## src/rtl/ram_bist.sv

```systemverilog
// rtl/ram_bist.sv - two-pass write/read-back BIST initiator for a synchronous RAM
// Pass 1 writes the inverted pattern so every cell is driven to both values of each data bit.
module ram_bist #(
    parameter int ADDR_W = 3,
    parameter int DATA_W = 8
) (
    input  logic              i_clk,
    input  logic              i_rst,
    input  logic              i_start,
    input  logic [DATA_W-1:0] i_pattern,
    output logic              o_mem_write_en,
    output logic [ADDR_W-1:0] o_mem_addr,
    output logic [DATA_W-1:0] o_mem_write_data,
    input  logic [DATA_W-1:0] i_mem_read_data,
    output logic              o_busy,
    output logic              o_done,
    output logic              o_pass,
    output logic [ADDR_W-1:0] o_fail_addr,
    output logic [3:0]        o_err_count
);

    typedef enum logic [2:0] {
        S_IDLE,
        S_WRITE,
        S_RD_ADDR,
        S_RD_CHK,
        S_DONE
    } state_t;

    localparam logic [ADDR_W-1:0] A_MAX = '1;

    state_t            r_state;
    logic              r_ph;
    logic [ADDR_W-1:0] r_addr;
    logic [DATA_W-1:0] r_pat;
    logic              r_we;
    logic [DATA_W-1:0] r_wdata;
    logic              r_busy;
    logic              r_done;
    logic              r_pass;
    logic [ADDR_W-1:0] r_fail_addr;
    logic [3:0]        r_err;

    logic              w_mismatch;
    logic [3:0]        w_err_next;

    function automatic logic [DATA_W-1:0] f_expect(
        input logic [DATA_W-1:0] p,
        input logic [ADDR_W-1:0] a,
        input logic              ph
    );
        logic [DATA_W-1:0] v;
        v = p ^ DATA_W'(a);
        return ph ? ~v : v;
    endfunction

    assign w_mismatch = (i_mem_read_data != f_expect(r_pat, r_addr, r_ph));
    assign w_err_next = (w_mismatch && r_err != 4'hF) ? r_err + 4'd1 : r_err;

    always_ff @(posedge i_clk) begin
        if (i_rst) begin
            r_state     <= S_IDLE;
            r_ph        <= 1'b0;
            r_addr      <= '0;
            r_pat       <= '0;
            r_we        <= 1'b0;
            r_wdata     <= '0;
            r_busy      <= 1'b0;
            r_done      <= 1'b0;
            r_pass      <= 1'b0;
            r_fail_addr <= '0;
            r_err       <= '0;
        end else begin
            case (r_state)
                S_IDLE, S_DONE: begin
                    if (i_start) begin
                        r_state     <= S_WRITE;
                        r_pat       <= i_pattern;
                        r_ph        <= 1'b0;
                        r_addr      <= '0;
                        r_we        <= 1'b1;
                        r_wdata     <= i_pattern;
                        r_busy      <= 1'b1;
                        r_done      <= 1'b0;
                        r_pass      <= 1'b0;
                        r_fail_addr <= '0;
                        r_err       <= '0;
                    end
                end
                S_WRITE: begin
                    if (r_addr == A_MAX) begin
                        r_state <= S_RD_ADDR;
                        r_addr  <= '0;
                        r_we    <= 1'b0;
                        r_wdata <= '0;
                    end else begin
                        r_addr  <= r_addr + 1'b1;
                        r_wdata <= f_expect(r_pat, r_addr + 1'b1, r_ph);
                    end
                end
                S_RD_ADDR: begin
                    r_state <= S_RD_CHK;
                end
                S_RD_CHK: begin
                    r_err <= w_err_next;
                    // A zero count before this compare marks the first miscompare.
                    if (w_mismatch && r_err == 4'd0) begin
                        r_fail_addr <= r_addr;
                    end
                    if (r_addr != A_MAX) begin
                        r_addr  <= r_addr + 1'b1;
                        r_state <= S_RD_ADDR;
                    end else if (!r_ph) begin
                        r_ph    <= 1'b1;
                        r_addr  <= '0;
                        r_state <= S_WRITE;
                        r_we    <= 1'b1;
                        r_wdata <= f_expect(r_pat, '0, 1'b1);
                    end else begin
                        r_state <= S_DONE;
                        r_busy  <= 1'b0;
                        r_done  <= 1'b1;
                        r_pass  <= (w_err_next == 4'd0);
                    end
                end
                default: begin
                    r_state <= S_IDLE;
                end
            endcase
        end
    end

    assign o_mem_write_en   = r_we;
    assign o_mem_addr       = r_addr;
    assign o_mem_write_data = r_wdata;
    assign o_busy           = r_busy;
    assign o_done           = r_done;
    assign o_pass           = r_pass;
    assign o_fail_addr      = r_fail_addr;
    assign o_err_count      = r_err;

endmodule
```

## config.mk

```make
export PLATFORM = sky130hd
export DESIGN_NAME = ram_bist
export DESIGN_NICKNAME = d
export VERILOG_FILES = /design/src/rtl/ram_bist.sv
export SDC_FILE = /design/constraint.sdc
export NUM_CORES = 1
export LEC_CHECK = 0
export ABC_CLOCK_PERIOD_IN_PS = 2600
export CAP_MARGIN = 20
export CORE_MARGIN = 2
export CORE_UTILIZATION = 35
export CTS_CLUSTER_DIAMETER = 100
export DETAILED_ROUTE_END_ITERATION = 10
export HOLD_SLACK_MARGIN = 0.15
export PLACE_DENSITY = 0.62
export SKIP_LAST_GASP = 1
export SLEW_MARGIN = 20
export SYNTH_ARGS = -nofsm -noshare
export SYNTH_HDL_FRONTEND = slang
export SYNTH_SLANG_ARGS = --single-unit
export TNS_END_PERCENT = 100
```

## constraint.sdc

```tcl
create_clock -name i_clk -period 2.6 [get_ports i_clk]
set_clock_uncertainty 0.05 [all_clocks]
set_input_delay 0.39 -clock i_clk [delete_from_list [all_inputs] [get_ports i_clk]]
set_output_delay 0.39 -clock i_clk [all_outputs]
set_load 0.1 [all_outputs]
```

==> reports/metrics.yaml, run 1 <==
outcome:
  outcome: "finished clean"
pwr:
  p_int_w: 0.000873
  share_clk_of_total_power_pct: 30.2
  power_per_cell_area_nw_per_um2: 556
  part_of_the_power_in_registers_pct: 43.5
  worst_vdd_rail_ir_drop_v: 0.000233
  cellLeakagePower_nw: 0.934
  switching_power_total_w: 0.000439
  power.combinational.fraction_pct: 26.3
  report.power.total_w: 0.00131
  p_sw_share_pct: 33.5
grt:
  globalRouteOverflowTotal: 0
  vias_in_the_first_global_route: 1564
  grt_usage_pct: 16.7
  largest_net_degree_at_the_start_of_global_routing: 24
  grt_first_pass_wirelength_mm: 7.87
  grt_antenna_before_repair: 0
yosys:
  number_of_standard_cells_after_synthesis: 231
  synth-warning-count: 0
  synth_seq_area_share_pct: 37.1
  netlist_area_um2: 1840
  post_synth.cell_area_avg_um2: 7.95
  synth-seq-cells: 34
  syn_nets: 254
  largest_cells_by_area_after_synthesis: "sky130_fd_sc_hd__dfxtp_1 (37%), sky130_fd_sc_hd__nor2_1 (7.0%), sky130_fd_sc_hd__nand2_1 (6.1%)"
  synth_top_area_cell: "sky130_fd_sc_hd__dfxtp_1"
  yosysUniqueCellTypes: 40
  synth_top_cell_area_share_pct: 37.1
setup_path:
  cp_data_arrival_time_ns: 2.41
  crit_path_end_kind: "flip-flop"
  crit_required_ns: 2.73
  timing.critical_path.fanout_max: 18
  r2r_slack_ns: 0.32
  startpoint_type: "flip-flop"
  reg2reg_end: "o_mem_write_data[3]$_SDFFE_PP0P_"
  timing.reg2reg.worst_path_depth: 8
  crit_type: "reg2reg"
  timing.rr.start: "o_mem_addr[0]$_SDFFE_PP0P_"
hold_path:
  holdCritStartpoint: "o_done$_SDFFE_PP0P_"
  whs_endpoint: "o_done$_SDFFE_PP0P_"
  hold-path-cell-count: 2
  min-delay-path-class: "reg2reg"
placed_design:
  detailedPlacementHpwl_mm: 3.30
  place_area_um2: 2270
  dp_slack_ns: 0.116
  port_buffers: 40
  routabilityCongestion: 0.815
clock_tree:
  cts.hold.buffers_added: 0
  number_of_gates_given_a_new_drive_strength_after_cts: 0
  ctsRootBufferMaster: "sky130_fd_sc_hd__clkbuf_8"
  clock_path_buffers: 2
  number_of_clock_sinks: 34
  cts.repair_timing.setup_buffer_count: 0
  tritoncts: "yes"
  cts-htree-levels: 2
  numCtsBuffers: 5
  clkTransAtPathRegs_ns: 0.07
  clock_latency_ns: 0.28
drt:
  detailedRoute.firstIterationViolations: 100
  via_count: 1706
  firstDrtPassIters: 4
  wire_per_inst_um: 13.4
  route.detailed.vias_per_inst: 4.99
  antenna_left: 0
  drc: 0
  routed_wl_mm: 4.59
run:
  cap_violations: 0
timing:
  hold-worst-slack_ns: 0.411
  final-max-slew-violation-count: 0
  finalWorstPathRequiredPeriod_ns: 2.28
  rsz_0062_raised_after_global_routing: "false"
  timing.fmax_ghz: 0.439
  worst_slew_pin_slew_ns: 0.792
  hold_viol_final: 0
  slew_headroom_pct: 47.2
  finalWorstSetupSlack_ns: 0.320
  fin_setup_tns_ns: 0
  final_min_period_over_clock_period_pct: 87.7
  report.final.setup_viol: 0
die:
  placeableCoreArea_um2: 5070
  die-width_um: 76.4
  design.die.area_um2: 5840
  die_height_um: 76.4
  initial_utilization_pct: 36.2
  std_cell_rows: 26
  num_io_pins: 41
finish:
  total_inserted_antenna_cells: 0
  fillCellCount: 528
  ratio_of_cells_with_drive_above_1_in_the_final_layout_pct: 15.4
  finalInstanceArea_um2: 2360
  final_nets: 294
  area.growth.synth_to_final_pct: 28.5
[kinds of logic after synthesis]
logic type / Yosys count / share of synthesized area [%]
DFF: 34 / 37.1
adders and majority gates: 4 / 2.73
muxes: 9 / 5.18
and+or+nand+nor: 93 / 22.8
buffers and inverters: 20 / 4.29
AOI/OAI and AO/OA: 56 / 19.3
xor gates and xnor gates: 15 / 8.66
[cell type report]
cell class              instances  area [um2]  area share (%)
clock inverters                 1        5.00           0.212
clock buffers                   7        86.3            3.66
repair buffers                 47         398            16.9
inverters                       6        22.5           0.955
flip-flops and latches         34         683            29.0
well taps                      70        87.6            3.71
multi-input cells             177        1080            45.6
[stage by stage]
stage	instances	utilization, %
after floorplan	231	-
after global placement	334	44.7
after detailed placement	334	44.7
after CTS	342	46.5
after global routing	342	46.5
final	342	46.5
[power groups by stage]
stage	registers [W]	logic [W]	clock network, W
5_1_grt	0.000576	0.000372	0.000430
4_1_cts	0.000571	0.000346	0.000410
3_5_place_dp	0.000583	0.000345	0
6_report	0.000572	0.000345	0.000396
2_1_floorplan	0.000704	0.000127	0
3_3_place_gp	0.000583	0.000342	0
[routing by layer]
metal / GRT usage, % / up-vias / part of all wire [%] / wire [um]
met5: 0 / - / 0 / 0
met4: 6.55 / 0 / 1.6 / 74
met3: 3.20 / 7 / 2.9 / 131
met2: 25.2 / 28 / 45 / 2070
met1: 23.4 / 792 / 51 / 2320
li1: - / 879 / - / -
[placed cells by master (no fill, tap or decap), types with 5 or more instances in the layout]
master	instances
sky130_fd_sc_hd__inv_1	6
sky130_fd_sc_hd__clkdlybuf4s50_1	18
sky130_fd_sc_hd__clkbuf_8	6
sky130_fd_sc_hd__xor2_1	5
sky130_fd_sc_hd__xnor2_1	8
sky130_fd_sc_hd__o21ai_0	11
sky130_fd_sc_hd__mux2i_1	7
sky130_fd_sc_hd__nand2_1	30
sky130_fd_sc_hd__nor2_1	34
sky130_fd_sc_hd__buf_4	29
sky130_fd_sc_hd__a211oi_1	5
sky130_fd_sc_hd__nand3_1	6
sky130_fd_sc_hd__dfxtp_1	32
sky130_fd_sc_hd__a21oi_1	22
[worst max-delay path by stage]
| stage | startpoint | slack [ns] | to |
|---|---|---|---|
| 2_1_floorplan | o_mem_addr[2]$_SDFFE_PP0P_ | 0.03 | o_mem_write_en$_SDFFE_PP0P_ |
| 3_3_place_gp | i_mem_read_data[7] | 0.16 | o_err_count[0]$_SDFFE_PP0P_ |
| 3_5_place_dp | i_mem_read_data[7] | 0.12 | o_err_count[0]$_SDFFE_PP0P_ |
| 4_1_cts | o_mem_addr[0]$_SDFFE_PP0P_ | 0.31 | o_mem_write_data[3]$_SDFFE_PP0P_ |
| 5_1_grt | o_mem_addr[0]$_SDFFE_PP0P_ | 0.05 | o_mem_write_data[3]$_SDFFE_PP0P_ |
| 6_report | o_mem_addr[0]$_SDFFE_PP0P_ | 0.32 | o_mem_write_data[3]$_SDFFE_PP0P_ |
[cell usage after synthesis]
cell type                   instances
sky130_fd_sc_hd__or3_1              2
sky130_fd_sc_hd__a21oi_2            3
sky130_fd_sc_hd__xor2_1             5
sky130_fd_sc_hd__a32oi_1            2
sky130_fd_sc_hd__o2bb2ai_1          1
sky130_fd_sc_hd__xnor3_1            2
sky130_fd_sc_hd__a41o_1             1
sky130_fd_sc_hd__buf_2              3
sky130_fd_sc_hd__a311oi_1           3
sky130_fd_sc_hd__buf_1              1
sky130_fd_sc_hd__nor4b_1            1
sky130_fd_sc_hd__nand3b_1           1
sky130_fd_sc_hd__a2bb2oi_1          1
sky130_fd_sc_hd__nand4_1            4
sky130_fd_sc_hd__nand2b_1           2
sky130_fd_sc_hd__mux2i_2            1
sky130_fd_sc_hd__o21bai_1           4
sky130_fd_sc_hd__a211oi_1           5
sky130_fd_sc_hd__and3_1             1
sky130_fd_sc_hd__dfxtp_1           34
sky130_fd_sc_hd__clkbuf_1          10
sky130_fd_sc_hd__inv_1              6
sky130_fd_sc_hd__nor3_1             3
sky130_fd_sc_hd__or4_1              1
sky130_fd_sc_hd__a21oi_1           22
sky130_fd_sc_hd__nor2_1            34
sky130_fd_sc_hd__o31ai_1            1
sky130_fd_sc_hd__nand3_1            6
sky130_fd_sc_hd__mux2_1             1
sky130_fd_sc_hd__nand2_1           30
sky130_fd_sc_hd__o22a_1             1
sky130_fd_sc_hd__and2_1             4
sky130_fd_sc_hd__xnor2_1            8
sky130_fd_sc_hd__o21ai_0           11
sky130_fd_sc_hd__nor2b_1            1
sky130_fd_sc_hd__nor4_1             2
sky130_fd_sc_hd__a21o_1             1
sky130_fd_sc_hd__mux2i_1            7
sky130_fd_sc_hd__nand4b_1           1
sky130_fd_sc_hd__ha_1               4
[state kept, by name, indices dropped and copies added (netlist names)]
name              cells
o_done                1
o_busy                1
r_ph                  1
r_pat                 8
o_pass                1
o_mem_write_en        1
o_fail_addr           3
r_state               3
o_err_count           4
o_mem_write_data      8
o_mem_addr            3
[worst max-delay path: stages (launching register included)]
cell                       delay [ns]
sky130_fd_sc_hd__dfxtp_2         0.37
sky130_fd_sc_hd__ha_1            0.21
sky130_fd_sc_hd__ha_1            0.21
sky130_fd_sc_hd__inv_1           0.15
sky130_fd_sc_hd__o21ai_0         0.12
sky130_fd_sc_hd__a21oi_2         0.66
sky130_fd_sc_hd__a211oi_1        0.17
sky130_fd_sc_hd__a21oi_1         0.17
sky130_fd_sc_hd__nor2_1          0.05
Power figures use the tool's default switching activity.
==> inputs of run 2 (changes only) <==
--- a/config.mk
+++ b/config.mk
@@ -14,4 +14,5 @@
 export HOLD_SLACK_MARGIN = 0.15
 export PLACE_DENSITY = 0.62
+export RECOVER_POWER = 25
 export SKIP_LAST_GASP = 1
 export SLEW_MARGIN = 20
--- a/constraint.sdc
+++ b/constraint.sdc
@@ -3,3 +3,3 @@
 set_input_delay 0.39 -clock i_clk [delete_from_list [all_inputs] [get_ports i_clk]]
 set_output_delay 0.39 -clock i_clk [all_outputs]
-set_load 0.1 [all_outputs]
+set_load 0.005 [all_outputs]
==> reports/metrics.yaml, run 2 (synthesis results as in run 1) <==
clock_tree:
  clock_latency_ns: 0.29  # about the same
  number_of_clock_sinks: 34  # unchanged
  clkTransAtPathRegs_ns: 0.07  # about the same
  number_of_gates_given_a_new_drive_strength_after_cts: 0  # unchanged
  cts.repair_timing.setup_buffer_count: 0  # unchanged
  clock_path_buffers: 2  # unchanged
  tritoncts: "yes"
  numCtsBuffers: 5  # unchanged
  cts.hold.buffers_added: 0  # unchanged
  ctsRootBufferMaster: "sky130_fd_sc_hd__clkbuf_8"
  cts-htree-levels: 2  # unchanged
setup_path:
  reg2reg_end: "o_mem_write_data[1]$_SDFFE_PP0P_"
  timing.critical_path.fanout_max: 4  # -14
  critical_path.max_stage_delay_ns: 0.52  # -0.14 ns
  critical_path.startpoint: "i_mem_read_data[7]"
  crit_path_end_kind: "flip-flop"
  crit_required_ns: 2.72  # about the same
  timing.reg2reg.worst_path_depth: 8  # unchanged
  cp_data_arrival_time_ns: 2.29  # -0.12 ns
  crit_type: "in2reg"
  startpoint_type: "input pin"
  crit_slowest_cell: "sky130_fd_sc_hd__or4_1"
  timing.rr.start: "o_mem_addr[1]$_SDFFE_PP0P_"
  r2r_slack_ns: 0.44  # +0.12 ns
  crit_path_cell_trace: "clkdlybuf4s50_1, xor2_1, or4_1, mux2i_2, a21oi_2, nand2_1, mux2_1"
pwr:
  worst_vdd_rail_ir_drop_v: 0.000356  # +53%
  power_per_cell_area_nw_per_um2: 499  # -10%
  cellLeakagePower_nw: 0.900  # -3.6%
hold_path:
  whs_endpoint: "o_done$_SDFFE_PP0P_"
  holdCritStartpoint: "o_done$_SDFFE_PP0P_"
  min-delay-path-class: "reg2reg"
  hold-path-cell-count: 2  # unchanged
grt:
  grt_usage_pct: 16.8  # +0.11 points
  globalRouteOverflowTotal: 0  # unchanged
  vias_in_the_first_global_route: 1584  # +1.3%
  grt_antenna_before_repair: 0  # unchanged
  largest_net_degree_at_the_start_of_global_routing: 32  # +33%
  grt_first_pass_wirelength_mm: 7.87  # about the same
finish:
  area.growth.synth_to_final_pct: 31.2
  ratio_of_cells_with_drive_above_1_in_the_final_layout_pct: 6.25  # -9.2 points
  mostFrequentLayoutCells: "sky130_fd_sc_hd__clkdlybuf4s50_1 (35), sky130_fd_sc_hd__nor2_1 (34), sky130_fd_sc_hd__dfxtp_1 (34)"
  instances_no_fill: 342  # unchanged
  total_inserted_antenna_cells: 0  # unchanged
  final_nets: 294  # unchanged
  finalInstanceArea_um2: 2410  # +2.1%
  layout_commonest_cell: "sky130_fd_sc_hd__clkdlybuf4s50_1"
outcome:
  outcome: "finished clean"
placed_design:
  dpl.cell_count: 334  # unchanged
  routabilityCongestion: 0.737  # -9.6%
  place_area_um2: 2320  # +2.3%
  dp_slack_ns: 0.140  # +0.0241 ns
  detailedPlacementHpwl_mm: 3.24  # -1.8%
  port_buffers: 40  # unchanged
drt:
  routed_wl_mm: 4.64  # +1.0%
  via_count: 1740  # +2.0%
  route.detailed.vias_per_inst: 5.09  # +2.0%
  antenna_left: 0  # unchanged
  wire_per_inst_um: 13.6  # +1.0%
  drc: 0  # unchanged
  firstDrtPassIters: 4  # unchanged
  detailedRoute.firstIterationViolations: 71  # -29%
die:
  num_io_pins: 41  # unchanged
  design.die.area_um2: 5840  # unchanged
  std_cell_rows: 26  # unchanged
  die-width_um: 76.4  # unchanged
  placeableCoreArea_um2: 5070  # unchanged
  die_height_um: 76.4  # unchanged
  initial_utilization_pct: 36.2  # unchanged
timing:
  finalWorstSetupSlack_ns: 0.431  # +0.111 ns
  report.final.setup_viol: 0  # unchanged
  finalWorstPathRequiredPeriod_ns: 2.17  # -0.111 ns
  worst_slew_pin_slew_ns: 0.794  # +0.00273 ns
  timing.fmax_ghz: 0.461  # +5.1%
  hold_viol_final: 0  # unchanged
  slew_headroom_pct: 47.0  # -0.18 points
  hold-worst-slack_ns: 0.412  # +0.000969 ns
  fin_setup_tns_ns: 0  # unchanged
  rsz_0062_raised_after_global_routing: "false"
  final-max-slew-violation-count: 0  # unchanged
  final_min_period_over_clock_period_pct: 83.4  # -4.3 points
run:
  cap_violations: 0  # unchanged
## run 2: per-stage QoR
stage	total power [W]	utilization, %
2_1_floorplan	0.000706	-
3_3_place_gp	0.000804	45.7
3_5_place_dp	0.000806	45.7
4_1_cts	0.00121	47.5
5_1_grt	0.00126	47.4
6_report	0.00120	47.4
## run 2: worst max path at each step
stage                     cells after the start  slack [ns]                               end
after detailed placement                      7        0.14       o_err_count[0]$_SDFFE_PP0P_
after floorplan                               9        0.58       o_mem_write_en$_SDFFE_PP0P_
after CTS                                     7        0.43       o_err_count[0]$_SDFFE_PP0P_
after global routing                          8        0.25  o_mem_write_data[1]$_SDFFE_PP0P_
final                                         7        0.43       o_err_count[0]$_SDFFE_PP0P_
after global placement                        7        0.19       o_err_count[0]$_SDFFE_PP0P_
## run 2: cell type report
| cell class | instances | area, um2 |
|---|---|---|
| fill | 542 | 2670 |
| multi-input combinational | 177 | 1080 |
| sequential | 34 | 681 |
| timing repair buffer | 47 | 449 |
| tap | 70 | 87.6 |
| clock buffer | 7 | 86.3 |
| inverter | 6 | 22.5 |
| clock inverter | 1 | 5.00 |
## run 2: worst max-delay path, delay by kind of cell
kind	cells	cell delay (ns)
AO/OA/AOI/OAI	1	0.12
XOR/XNOR	1	0.16
buffers and inverters	1	0.42
multiplexers	2	0.54
AND/OR/NAND/NOR	2	0.65
## run 2: per-layer routing
metal  share of wire (%)  GRT usage (%)  vias to the layer above
met5                   0              0                        -
met4                 1.2           4.91                        0
met3                 4.6           4.27                        5
met2                  45           25.0                       35
met1                  49           24.0                      813
li1                    -              -                      887
## run 2: power by group
| part | internal [W] | switching [W] |
|---|---|---|
| clock network | 0.000214 | 0.000197 |
| registers | 0.000548 | 0.0000211 |
| logic | 0.000115 | 0.000108 |
| total | 0.000876 | 0.000326 |
==> inputs of run 3 (changes only) <==
Settings changed: ABC_CLOCK_PERIOD_IN_PS 2600 to 2200.
Clock period 2.6 ns to 2.2 ns, I/O delays scaled along.
==> reports/metrics.yaml, run 3 (synthesis results as in run 1) <==
clock_tree:
  cts.hold.buffers_added: 0  # unchanged
  clock_path_buffers: 2  # unchanged
  tritoncts: "yes"
  clkTransAtPathRegs_ns: 0.07  # about the same
  cts-htree-levels: 2  # unchanged
  number_of_clock_sinks: 34  # unchanged
  numCtsBuffers: 5  # unchanged
  ctsRootBufferMaster: "sky130_fd_sc_hd__clkbuf_8"
  cts.repair_timing.setup_buffer_count: 0  # unchanged
  clock_latency_ns: 0.28  # about the same
  number_of_gates_given_a_new_drive_strength_after_cts: 0  # unchanged
pwr:
  report.power.total_w: 0.00140  # +17%
  power_per_cell_area_nw_per_um2: 566  # +13%
  cellLeakagePower_nw: 0.961  # +6.8%
  worst_vdd_rail_ir_drop_v: 0.000246  # -31%
die:
  initial_utilization_pct: 36.2  # unchanged
  placeableCoreArea_um2: 5070  # unchanged
  std_cell_rows: 26  # unchanged
  die_height_um: 76.4  # unchanged
  die-width_um: 76.4  # unchanged
  num_io_pins: 41  # unchanged
  design.die.area_um2: 5840  # unchanged
grt:
  vias_in_the_first_global_route: 1626  # +2.7%
  grt_antenna_before_repair: 0  # unchanged
  largest_net_degree_at_the_start_of_global_routing: 18  # -44%
  grt_usage_pct: 16.3  # -0.48 points
  globalRouteOverflowTotal: 0  # unchanged
  grt_first_pass_wirelength_mm: 7.82  # -0.62%
finish:
  post-route-util_pct: 48.8  # +1.4 points
  total_inserted_antenna_cells: 0  # unchanged
  ratio_of_cells_with_drive_above_1_in_the_final_layout_pct: 10.1  # +3.8 points
  multi_input_comb_area_um2: 1090  # +1.4%
  final_nets: 302  # +2.7%
  area.growth.synth_to_final_pct: 35.0
  mostFrequentLayoutCells: "sky130_fd_sc_hd__nor2_1 (34), sky130_fd_sc_hd__dfxtp_1 (34), sky130_fd_sc_hd__nand2_1 (30)"
  fillCellCount: 530  # -2.2%
  regArea_um2: 681  # unchanged
setup_path:
  critPathBufInv: 1  # unchanged
  crit_type: "in2reg"
  timing.critical_path.fanout_max: 3  # -1
  critical_path.max_stage_delay_ns: 0.52  # about the same
  crit_path_end_kind: "flip-flop"
  startpoint_type: "input pin"
  critical_path.top_delay_family: "simple AND/OR/NAND/NOR gates"
  crit_slowest_cell: "sky130_fd_sc_hd__or4_1"
  crit_path_cell_trace: "clkdlybuf4s50_1, xor2_1, or4_1, mux2i_2, a21oi_2, nand2_1, mux2_1"
  crit_required_ns: 2.32  # -0.40 ns
  cp_data_arrival_time_ns: 2.20  # -0.09 ns
timing:
  hold_viol_final: 0  # unchanged
  final-max-slew-violation-count: 0  # unchanged
  finalWorstPathRequiredPeriod_ns: 2.07
  worst_slew_pin_slew_ns: 0.529  # -0.266 ns
  rsz_0062_raised_after_global_routing: "false"
  report.final.setup_viol: 0  # unchanged
  timing.fmax_ghz: 0.482
  fin_setup_tns_ns: 0  # unchanged
  finalWorstSetupSlack_ns: 0.125  # -0.306 ns
  final_min_period_over_clock_period_pct: 94.3
  slew_headroom_pct: 64.7  # +18 points
run:
  cap_violations: 0  # unchanged
drt:
  via_count: 1734  # -0.34%
  firstDrtPassIters: 4  # unchanged
  antenna_left: 0  # unchanged
  routed_wl_mm: 4.61  # -0.60%
  detailedRoute.firstIterationViolations: 174  # +150%
  route.detailed.vias_per_inst: 4.98  # -2.1%
  wire_per_inst_um: 13.3  # -2.3%
  drc: 0  # unchanged
placed_design:
  routabilityCongestion: 0.784  # +6.4%
  port_buffers: 40  # unchanged
  detailedPlacementHpwl_mm: 3.32  # +2.6%
  dp_slack_ns: -0.174  # -0.315 ns
hold_path:
  min-delay-path-class: "reg2reg"
outcome:
  outcome: "finished clean"
[run 3: changes by cell type in the layout (fill, tap and decap cells not counted), sizes merged]
cell and change:
dlygate4sd3 +8, clkinv -1, clkbuf -2, buf +9, clkdlybuf4s50 -8
[run 3: cell type report]
class | count | area share, %
clock buffer | 6 | 3.33
inverter | 6 | 0.909
tap | 70 | 3.54
sequential | 34 | 27.5
multi-input combinational | 177 | 44.0
timing repair buffer | 55 | 20.7
[run 3: worst paths after layout]
| check | startpoint | endpoint | slack, ns | cells past startpoint |
|---|---|---|---|---|
| setup / recovery | i_mem_read_data[7] | o_err_count[0]$_SDFFE_PP0P_ | 0.13 | 7 |
| hold / removal | o_done$_SDFFE_PP0P_ | o_done$_SDFFE_PP0P_ | 0.41 | 2 |
| setup reg to reg | o_mem_addr[1]$_SDFFE_PP0P_ | o_mem_write_data[2]$_SDFFE_PP0P_ | 0.19 | 9 |
| hold reg to reg | o_done$_SDFFE_PP0P_ | o_done$_SDFFE_PP0P_ | 0.41 | 2 |
[run 3: power breakdown]
| part | switching [W] | internal (W) | total [W] |
|---|---|---|---|
| clock network | 0.000218 | 0.000241 | 0.000459 |
| registers | 0.0000240 | 0.000647 | 0.000671 |
| logic | 0.000132 | 0.000141 | 0.000273 |
[run 3: worst register-to-register path, delay by kind of cell, from the launching register on]
| kind | cells | cell delay [ns] |
|---|---|---|
| buffers and inverters | 2 | 0.30 |
| AND/OR/NAND/NOR | 1 | 0.09 |
| flip-flops | 1 | 0.42 |
| adder cells (fa/ha/maj) | 2 | 0.45 |
| AO/OA/AOI/OAI | 4 | 0.65 |
[run 3: per-layer routing]
metal	vias up	GRT usage [%]	wire, um
met5	-	0	0
met3	5	3.67	226
li1	903	-	-
met1	789	21.7	2270
met4	0	6.36	54
met2	37	25.7	2060
[run 3: per-stage QoR]
step | cell area [um2] | hold WS (ns) | instances
floorplan | 1840 | 0.403 | 231
global placement | 2380 | 0.397 | 342
finish | 2480 | 0.406 | 348
detailed placement | 2380 | 0.403 | 342
global route | 2480 | 0.467 | 348
CTS | 2460 | 0.412 | 348
